--- config.mk ---
export PLATFORM = sky130hd
export DESIGN_NAME = seq_divider
export DESIGN_NICKNAME = d
export VERILOG_FILES = /design/src/rtl/seq_divider.sv
export SDC_FILE = /design/constraint.sdc
export NUM_CORES = 1
export LEC_CHECK = 0
export CORE_AREA = 2 2 113 170
export DETAILED_ROUTE_END_ITERATION = 12
export DIE_AREA = 0 0 115 172
export PLACE_DENSITY = 0.79
export SKIP_CTS_REPAIR_TIMING = 1
export SYNTH_ARGS = -nofsm -noshare
export SYNTH_HDL_FRONTEND = slang
export SYNTH_SLANG_ARGS = --single-unit
--- constraint.sdc ---
create_clock -name clk_i -period 3.6 [get_ports clk_i]
set_clock_uncertainty 0.1 [all_clocks]
set_input_delay 0.72 -clock clk_i [delete_from_list [all_inputs] [get_ports clk_i]]
set_output_delay 0.72 -clock clk_i [all_outputs]
set_load 0.005 [all_outputs]
--- src/rtl/seq_divider.sv ---
// seq_divider
//   Iterative restoring divider for RV32M DIV / DIVU / REM / REMU. It sits beside
//   the single-cycle ALU in the execute stage. busy_o stalls the pipeline while a
//   division is in flight.
//
// Handshake:
//   start_i is sampled only in IDLE. An accepted start (start_i=1, flush_i=0)
//   raises busy_o in the next cycle. done_o is high for exactly one cycle, and
//   result_o is valid during that cycle. A start_i in the done_o cycle is ignored.
//   A start_i in the cycle after done_o is accepted. flush_i aborts the operation
//   in any state and suppresses done_o in the cycle where it is asserted.
//
// Ports:
//   clk_i      rising-edge clock
//   rst_i      synchronous active-high reset
//   start_i    request a new operation (IDLE only)
//   flush_i    abort the operation in flight
//   op_i       00 DIV, 01 DIVU, 10 REM, 11 REMU (captured with start_i)
//   a_i, b_i   dividend / divisor (captured with start_i)
//   busy_o     high in CALC and FIN
//   done_o     single-cycle completion pulse
//   result_o   quotient or remainder; holds until the next done_o
//   state_o    FSM state (0 IDLE, 1 CALC, 2 FIN) for debug and checkers
//
// Parameters:
//   BITS_PER_CYCLE  quotient bits per CALC cycle (1, 2 or 4); N = 32/BITS_PER_CYCLE
//
// Optional feature (macro DIV_RESULT_CACHE_EN):
//   A one-entry cache holds the last completed operands and signedness, with
//   their quotient and remainder. A repeated request (for example DIV followed
//   by REM) is then answered from FIN one cycle after the start.

module seq_divider #(
    parameter int BITS_PER_CYCLE = 1
) (
    input  logic        clk_i,
    input  logic        rst_i,
    input  logic        start_i,
    input  logic        flush_i,
    input  logic [1:0]  op_i,
    input  logic [31:0] a_i,
    input  logic [31:0] b_i,
    output logic        busy_o,
    output logic        done_o,
    output logic [31:0] result_o,
    output logic [1:0]  state_o
);

    typedef enum logic [1:0] {
        S_IDLE = 2'd0,
        S_CALC = 2'd1,
        S_FIN  = 2'd2
    } state_t;

    localparam int         N        = 32 / BITS_PER_CYCLE;
    localparam logic [4:0] CNT_INIT = 5'(N - 1);

    state_t      state_q;
    logic [4:0]  cnt_q;
    logic [31:0] q_q;        // dividend shifting out / quotient shifting in
    logic [32:0] r_q;        // partial remainder
    logic [31:0] d_q;        // |divisor|
    logic        neg_quo_q;
    logic        neg_rem_q;
    logic        rem_sel_q;  // 1: REM/REMU result, 0: DIV/DIVU result
    logic [31:0] result_q;

    // ---------------- operand conditioning at capture ----------------
    logic        signed_op;
    logic        a_neg, b_neg;
    logic [31:0] a_abs, b_abs;
    logic        div_zero, sgn_ovf;
    logic        accept;

    assign signed_op = ~op_i[0];
    assign a_neg     = signed_op & a_i[31];
    assign b_neg     = signed_op & b_i[31];
    assign a_abs     = a_neg ? (~a_i + 32'd1) : a_i;
    assign b_abs     = b_neg ? (~b_i + 32'd1) : b_i;
    assign div_zero  = (b_i == 32'd0);
    assign sgn_ovf   = signed_op && (a_i == 32'h8000_0000) && (b_i == 32'hFFFF_FFFF);
    assign accept    = (state_q == S_IDLE) && start_i && !flush_i;

    // ---------------- iteration datapath ----------------
    // The shifted remainder is widened to 34 bits so that the borrow of the
    // trial subtract lands in bit 33. The borrow decides whether the subtract is
    // kept or whether the shifted value is restored.
    logic [32:0] r_nx;
    logic [31:0] q_nx;
    logic [33:0] r_sh;
    logic [33:0] diff;

    always_comb begin
        r_nx = r_q;
        q_nx = q_q;
        r_sh = '0;
        diff = '0;
        for (int i = 0; i < BITS_PER_CYCLE; i++) begin
            r_sh = {r_nx, q_nx[31]};
            q_nx = {q_nx[30:0], 1'b0};
            diff = r_sh - {2'b00, d_q};
            if (!diff[33]) begin
                r_nx    = diff[32:0];
                q_nx[0] = 1'b1;
            end else begin
                r_nx = r_sh[32:0];
            end
        end
    end

    // ---------------- sign fix-up in FIN ----------------
    // Special cases and cache hits load final values with both sign flags
    // cleared, so FIN treats every path the same way.
    logic [31:0] quo_fin, rem_fin, fin_res;

    assign quo_fin = neg_quo_q ? (~q_q + 32'd1) : q_q;
    assign rem_fin = neg_rem_q ? (~r_q[31:0] + 32'd1) : r_q[31:0];
    assign fin_res = rem_sel_q ? rem_fin : quo_fin;

    // ---------------- optional result cache ----------------
    logic        cache_hit;
    logic [31:0] cache_quo, cache_rem;

`ifdef DIV_RESULT_CACHE_EN
    logic        cache_valid_q;
    logic        cache_signed_q;
    logic [31:0] cache_a_q, cache_b_q, cache_quo_q, cache_rem_q;
    logic        cap_signed_q;
    logic [31:0] cap_a_q, cap_b_q;

    assign cache_hit = cache_valid_q && (cache_a_q == a_i) && (cache_b_q == b_i)
                       && (cache_signed_q == signed_op);
    assign cache_quo = cache_quo_q;
    assign cache_rem = cache_rem_q;

    always_ff @(posedge clk_i) begin
        if (rst_i) begin
            cache_valid_q  <= 1'b0;
            cache_signed_q <= 1'b0;
            cache_a_q      <= '0;
            cache_b_q      <= '0;
            cache_quo_q    <= '0;
            cache_rem_q    <= '0;
            cap_signed_q   <= 1'b0;
            cap_a_q        <= '0;
            cap_b_q        <= '0;
        end else begin
            if (accept) begin
                cap_signed_q <= signed_op;
                cap_a_q      <= a_i;
                cap_b_q      <= b_i;
            end
            if (state_q == S_FIN && !flush_i) begin
                cache_valid_q  <= 1'b1;
                cache_signed_q <= cap_signed_q;
                cache_a_q      <= cap_a_q;
                cache_b_q      <= cap_b_q;
                cache_quo_q    <= quo_fin;
                cache_rem_q    <= rem_fin;
            end
        end
    end
`else
    assign cache_hit = 1'b0;
    assign cache_quo = '0;
    assign cache_rem = '0;
`endif

    // ---------------- control FSM ----------------
    always_ff @(posedge clk_i) begin
        if (rst_i) begin
            state_q   <= S_IDLE;
            cnt_q     <= '0;
            q_q       <= '0;
            r_q       <= '0;
            d_q       <= '0;
            neg_quo_q <= 1'b0;
            neg_rem_q <= 1'b0;
            rem_sel_q <= 1'b0;
            result_q  <= '0;
        end else begin
            case (state_q)
                S_IDLE: begin
                    if (accept) begin
                        rem_sel_q <= op_i[1];
                        if (div_zero) begin
                            q_q       <= 32'hFFFF_FFFF;
                            r_q       <= {1'b0, a_i};
                            neg_quo_q <= 1'b0;
                            neg_rem_q <= 1'b0;
                            state_q   <= S_FIN;
                        end else if (sgn_ovf) begin
                            q_q       <= 32'h8000_0000;
                            r_q       <= '0;
                            neg_quo_q <= 1'b0;
                            neg_rem_q <= 1'b0;
                            state_q   <= S_FIN;
                        end else if (cache_hit) begin
                            q_q       <= cache_quo;
                            r_q       <= {1'b0, cache_rem};
                            neg_quo_q <= 1'b0;
                            neg_rem_q <= 1'b0;
                            state_q   <= S_FIN;
                        end else begin
                            q_q       <= a_abs;
                            r_q       <= '0;
                            d_q       <= b_abs;
                            neg_quo_q <= a_neg ^ b_neg;
                            neg_rem_q <= a_neg;
                            cnt_q     <= CNT_INIT;
                            state_q   <= S_CALC;
                        end
                    end
                end
                S_CALC: begin
                    if (flush_i) begin
                        state_q <= S_IDLE;
                    end else begin
                        q_q <= q_nx;
                        r_q <= r_nx;
                        if (cnt_q == 5'd0) begin
                            state_q <= S_FIN;
                        end else begin
                            cnt_q <= cnt_q - 5'd1;
                        end
                    end
                end
                S_FIN: begin
                    if (!flush_i) begin
                        result_q <= fin_res;
                    end
                    state_q <= S_IDLE;
                end
                default: state_q <= S_IDLE;
            endcase
        end
    end

    // During FIN the new result is shown at once. result_q takes it at the end
    // of that cycle, so the value stays visible after done_o drops.
    assign busy_o   = (state_q != S_IDLE);
    assign done_o   = (state_q == S_FIN) && !flush_i;
    assign result_o = done_o ? fin_res : result_q;
    assign state_o  = state_q;

endmodule
; Word level (Yosys, flattened, before mapping)
; Cells that the tools add are included.
[totals]
out_inout_bits = 36
in_bits = 70
ff_bits = 139
[classes]
n_reduce_logical = 17
mux = 33
n_eq_ne = 10
add_sub_neg = 6
bitwise = 11
[op_table]
columns = operator, count
row1 = $mux W32, 11
row2 = $add A32 B1 Y32 const B, 4
row3 = $not A32 Y32, 4
row4 = $mux W33, 3
row5 = $pmux W33 S2, 1
row6 = $eq A32 B32 Y1 const B, 2
row7 = $pmux W32 S2, 1
row8 = $sub A34 B32 Y34, 1
row9 = $logic_not A32 Y1, 1
row10 = $mux W5, 5
row11 = $mux W2, 5
row12 = $ne A2 B2 Y1 const B, 5
row13 = $pmux W5 S2, 1
row14 = $reduce_and A2 Y1, 3
row15 = $reduce_and A6 Y1, 1
row16 = $logic_and A1 B1 Y1, 5
row17 = $logic_not A5 Y1, 1
row18 = $mux W1, 5
row19 = $sub A5 B1 Y5 const B, 1
row20 = $not A1 Y1, 4
row21 = $pmux W2 S2, 1
row22 = $reduce_and A4 Y1, 1
row23 = $reduce_bool A2 Y1, 2
row24 = $ne A3 B3 Y1 const B, 1
row25 = other kinds (7), 8

; Logic depth before layout (Yosys ltp)
[depth]
ltp_word = 7
mapped_depth = 14

; Worst setup path before layout
; OpenSTA, ideal clock, no wires.
[synth_timing]
path_kind = reg2out
from = reg r_q[19]
to = out result_o[31]
stages_incl_launch_ff = 9
arrival_time_ps = 2571
required_time_ps = 2780
path_buffers = 0
setup_slack_ps = 209
cell_sequence = dfxtp_1 > or3_4 > or4_4 > or3_4 > or4_4 > o31ai_2 > xor2_1 > and2_1 > o21ai_2
[synth_between]
elab_chain_cells = 5
[synth_lines]
columns = element, line_no
row1 = "start, declared", 61  ; logic [32:0] r_q;
row2 = "start signal, assigned", 188  ; r_q <= {1'b0, a_i};
row3 = "start signal, assigned", 200  ; r_q <= {1'b0, cache_rem};
row4 = "start signal, assigned", 220  ; r_q <= r_nx;
row5 = $not A32 Y32, 117  ; assign rem_fin = neg_rem_q ? (~r_q[31:0] + 32'd1) : r_q[31:0];
row6 = $add A32 B1 Y32, 117
row7 = $mux W32, 117
row8 = $mux W32, 118  ; assign fin_res = rem_sel_q ? rem_fin : quo_fin;
row9 = $mux W32, 243  ; assign result_o = done_o ? fin_res : result_q;
row10 = "end, declared", 45  ; output logic [31:0] result_o,
; No other way between the ends.

; Final worst setup path
[layout_timing]
from = reg r_q[15]
to = out result_o[31]
; Same word-level chain as after synthesis.

==> out/qor.csv <==
stage,metric,value,unit
finish,nNetsFinal,1788,
die,start_util,58.4,%
critical_path,crit_buf_inv,4,
sta,fin_crit,4080,ps
sta,worstMarginPinSlew,1180,ps
critical_path,arrival,3260,ps
die,fp.dieH,172,um
yosys,synth-edff-count,0,
critical_path,crit_family,simple AND/OR/NAND/NOR gates,
yosys,netlist_instances,1419,
power_and_ir_drop,p_leak,5.75,nW
clocking,cts_tree,done,
placement,gp_congestion,0.987,
die,ios,106,
yosys,syn_nets,1529,
yosys,syn_area_per_cell,7.53,um^2
critical_path,crit_path_cell_trace,"or4_4, or3_4, nor3_4, nand3_4, buf_6, buf_6, buf_6, o31ai_4, xor2_1, and2_1, o21ai_2, buf_2",
power_and_ir_drop,powerDensity,406,nW/um^2
yosys,ys_seq_area_share,26.0,%
detailed_routing,drt-wirelength-per-cell,19.0,um
global_route,grt_pass1_wl,55.1,mm
sta,slew-limit-headroom,21.1,%
power_and_ir_drop,p_sw_share,34.9,%
critical_path,path_class,reg2out,
critical_path,crit_path_end_kind,output port,
clocking,cts_made_buffers,17,
yosys,synth-seq-cells,139,
power_and_ir_drop,p_sw,0.00203,W
sta,setup_viol,22,
finish,antenna_cells,0,
power_and_ir_drop,p_int,0.00379,W
hold_path,hp-class,reg2reg,
clocking,ctsHtreeMaxLevel,4,
critical_path,max_stage_delay,540,ps
run_status,status,"complete, but fails checks",
placement,port-buffer-count,105,
yosys,synth_top_area_share,26.0,%
run_status,violations,negative setup slack,
clocking,clockBufferDepth,2,
yosys,syn-cell-area,10700,um^2
yosys,post-synth-top-area-cell,dfxtp_1,
die,placementRows,61,
yosys,ys_warn_count,0,
placement,dp.final_hpwl,27.1,mm
global_route,grt_pass1_vias,11200,
detailed_routing,routed_wl,36.2,mm
sta,min_period_over_period,113,%
power_and_ir_drop,clockPowerShare,30.6,%
global_route,grtUsageTotal,35.3,%
critical_path,cp_slowest_cell,or4_4,
critical_path,critPathLaunchType,flop,
power_and_ir_drop,p_comb_share,40.0,%
power_and_ir_drop,power,0.00582,W
critical_path,cp_max_fo,4,
die,die-area,19800,um^2
detailed_routing,drtIter0Drc,876,
yosys,ys.flop_type,dfxtp_1,
detailed_routing,via_count,12000,
critical_path,rrSetupSlack,130,ps
flow_run,max-cap-violations,0,
critical_path,cp.required,2780,ps
finish,nFillCells,1283,
finish,drive_above_1_share,21.3,%
detailed_routing,antenna_left,0,
sta,hold_violations,0,
die,die_w,115,um
yosys,ys_top_cells_by_area,"dfxtp_1 26%, xor2_1 6.9%, a21oi_1 5.3%",
yosys,synth.distinct_cells,77,
global_route,antenna_found_initial,0,
yosys,async_flop_share,0,%
sta,rsz0062_at_grt,true,
finish,area_delta_synth_final,34.1,%
sta,fin_ws,-476,ps
detailed_routing,first_pass_iters,5,
power_and_ir_drop,ir_drop,0.000366,V
clocking,clockRootBuffer,clkbuf_16,
placement,dp_slack,-269,ps
critical_path,crit_path_frequent_cell,buf_6,
detailed_routing,via_per_inst,6.26,
sta,slew_viol_final,0,
die,core_area,18300,um^2
global_route,grt_max_degree,76,
clocking,clk_pin_slew,60,ps
detailed_routing,drc,0,
power_and_ir_drop,p_seq_share,29.3,%
clocking,cts.sinks,139,
global_route,grt_overflow_total,0,
clocking,clock_latency,440,ps
sta,fmax,0.245,GHz
==> power groups by stage <==
stage	logic (W)	registers (W)	clock network (W)
after CTS	0.00215	0.00170	0.00178
after global placement	0.00209	0.00173	0
after global routing	0.00252	0.00171	0.00186
after floorplan	0.00127	0.00174	0
final	0.00233	0.00171	0.00178
after detailed placement	0.00213	0.00173	0
==> synthesized netlist by cell type, types with 8 or more instances <==
cell and n:
o21a_1 10, ha_1 39, and3_1 8, a21o_1 9
a211oi_1 68, o31ai_1 28, o221ai_1 21, nor3_1 43
o21ai_0 90, inv_1 53, or4_1 13, mux2_2 14
or3_1 12, a22oi_1 8, dfxtp_1 139, clkbuf_1 72
xnor2_1 63, a31oi_1 18, nand4_1 19, a21oi_1 114
nor2_1 140, nor4_1 9, nand2b_1 10, xor2_1 84
nor2b_1 34, o41ai_1 15, nand3_1 20, nand2_1 135
mux2i_1 9, o211ai_1 19
==> flip-flops by register name (all words and copies together) (netlist names) <==
signal	cells
cnt_q	5
d_q	32
neg_rem_q	1
r_q	33
q_q	32
neg_quo_q	1
state_o	2
rem_sel_q	1
result_q	32
==> layout by cell type, fill, tap and decap left out, drive strengths merged, types with 8 or more instances in the layout <==
cell type and n:
o211ai 19, nor2 141, o41ai 15, o21ai 95, inv 55, ha 39
or3 14, buf 231, nand3 21, a21oi 114, nor3 46, xnor2 63
or4 15, clkbuf 31, mux2i 9, dfxtp 139, mux2 14, a21o 9
a31oi 18, o221ai 21, dlymetal6s2s 8, nor4 12, and3 8, xor2 84
nand4 19, a211oi 68, nand2b 10, nand2 135, clkdlybuf4s50 81, o21a 10
o31ai 29, nor2b 35, a22oi 8
==> through the flow <==
step	setup TNS (ps)	hold slack, ps	std cells	instance area (um^2)	utilization (%)
2_1_floorplan	0	332	1419	10700	-
3_3_place_gp	-1950	342	1867	13300	72.8
3_5_place_dp	-3710	347	1867	13300	72.8
4_1_cts	-12400	354	1899	13900	76.1
5_1_grt	-7930	377	1911	14300	78.3
6_report	-5510	354	1911	14300	78.3
==> kinds of logic after synthesis <==
group,Yosys count,synth area share [%]
multiplexers,23,2.32
XOR/XNOR,147,12.0
adder cells (fa/ha/maj),40,4.75
AO/OA/AOI/OAI,447,27.3
AND/OR/NAND/NOR,480,22.0
buffers and inverters,143,5.49
flip-flops,139,26.0
==> area by class of cell <==
class	instances	area (um^2)	area share, %
clock buffers	22	484	3.38
clock inverters	10	114	0.794
inverters	54	203	1.41
multi-input cells	1137	7660	53.4
flip-flops and latches	139	2790	19.4
well taps	220	275	1.92
repair buffers	329	2820	19.6
==> final timing paths <==
kind,to,cells after the start,startpoint
setup reg to reg,r_q[2],15,r_q[15]
hold / removal,d_q[31],2,d_q[31]
hold reg to reg,d_q[31],2,d_q[31]
setup / recovery,result_o[31],12,r_q[15]
==> routing by layer <==
metal  wire (um)  global-route usage (%)  share of wire [%]  up-vias
li1            -                       -                  -     5700
met1       13500                    39.1                 37     5564
met2       18300                    62.8                 51      553
met3        2310                    5.40                6.4      148
met4        2110                    21.4                5.8        0
met5           0                       0                  0        -
==> worst register-to-register path, stage by stage (launching register included) <==
cell,delay [ps]
dfxtp_2,320
buf_4,150
ha_1,330
buf_4,150
nand2_1,80
o21ai_0,140
a2111oi_2,410
a311oi_1,140
buf_4,180
or3_4,360
and2_4,190
buf_12,140
buf_4,140
o21ai_0,170
a22oi_1,90
a211oi_1,300
No activity file was read; power rests on OpenSTA's default activity.
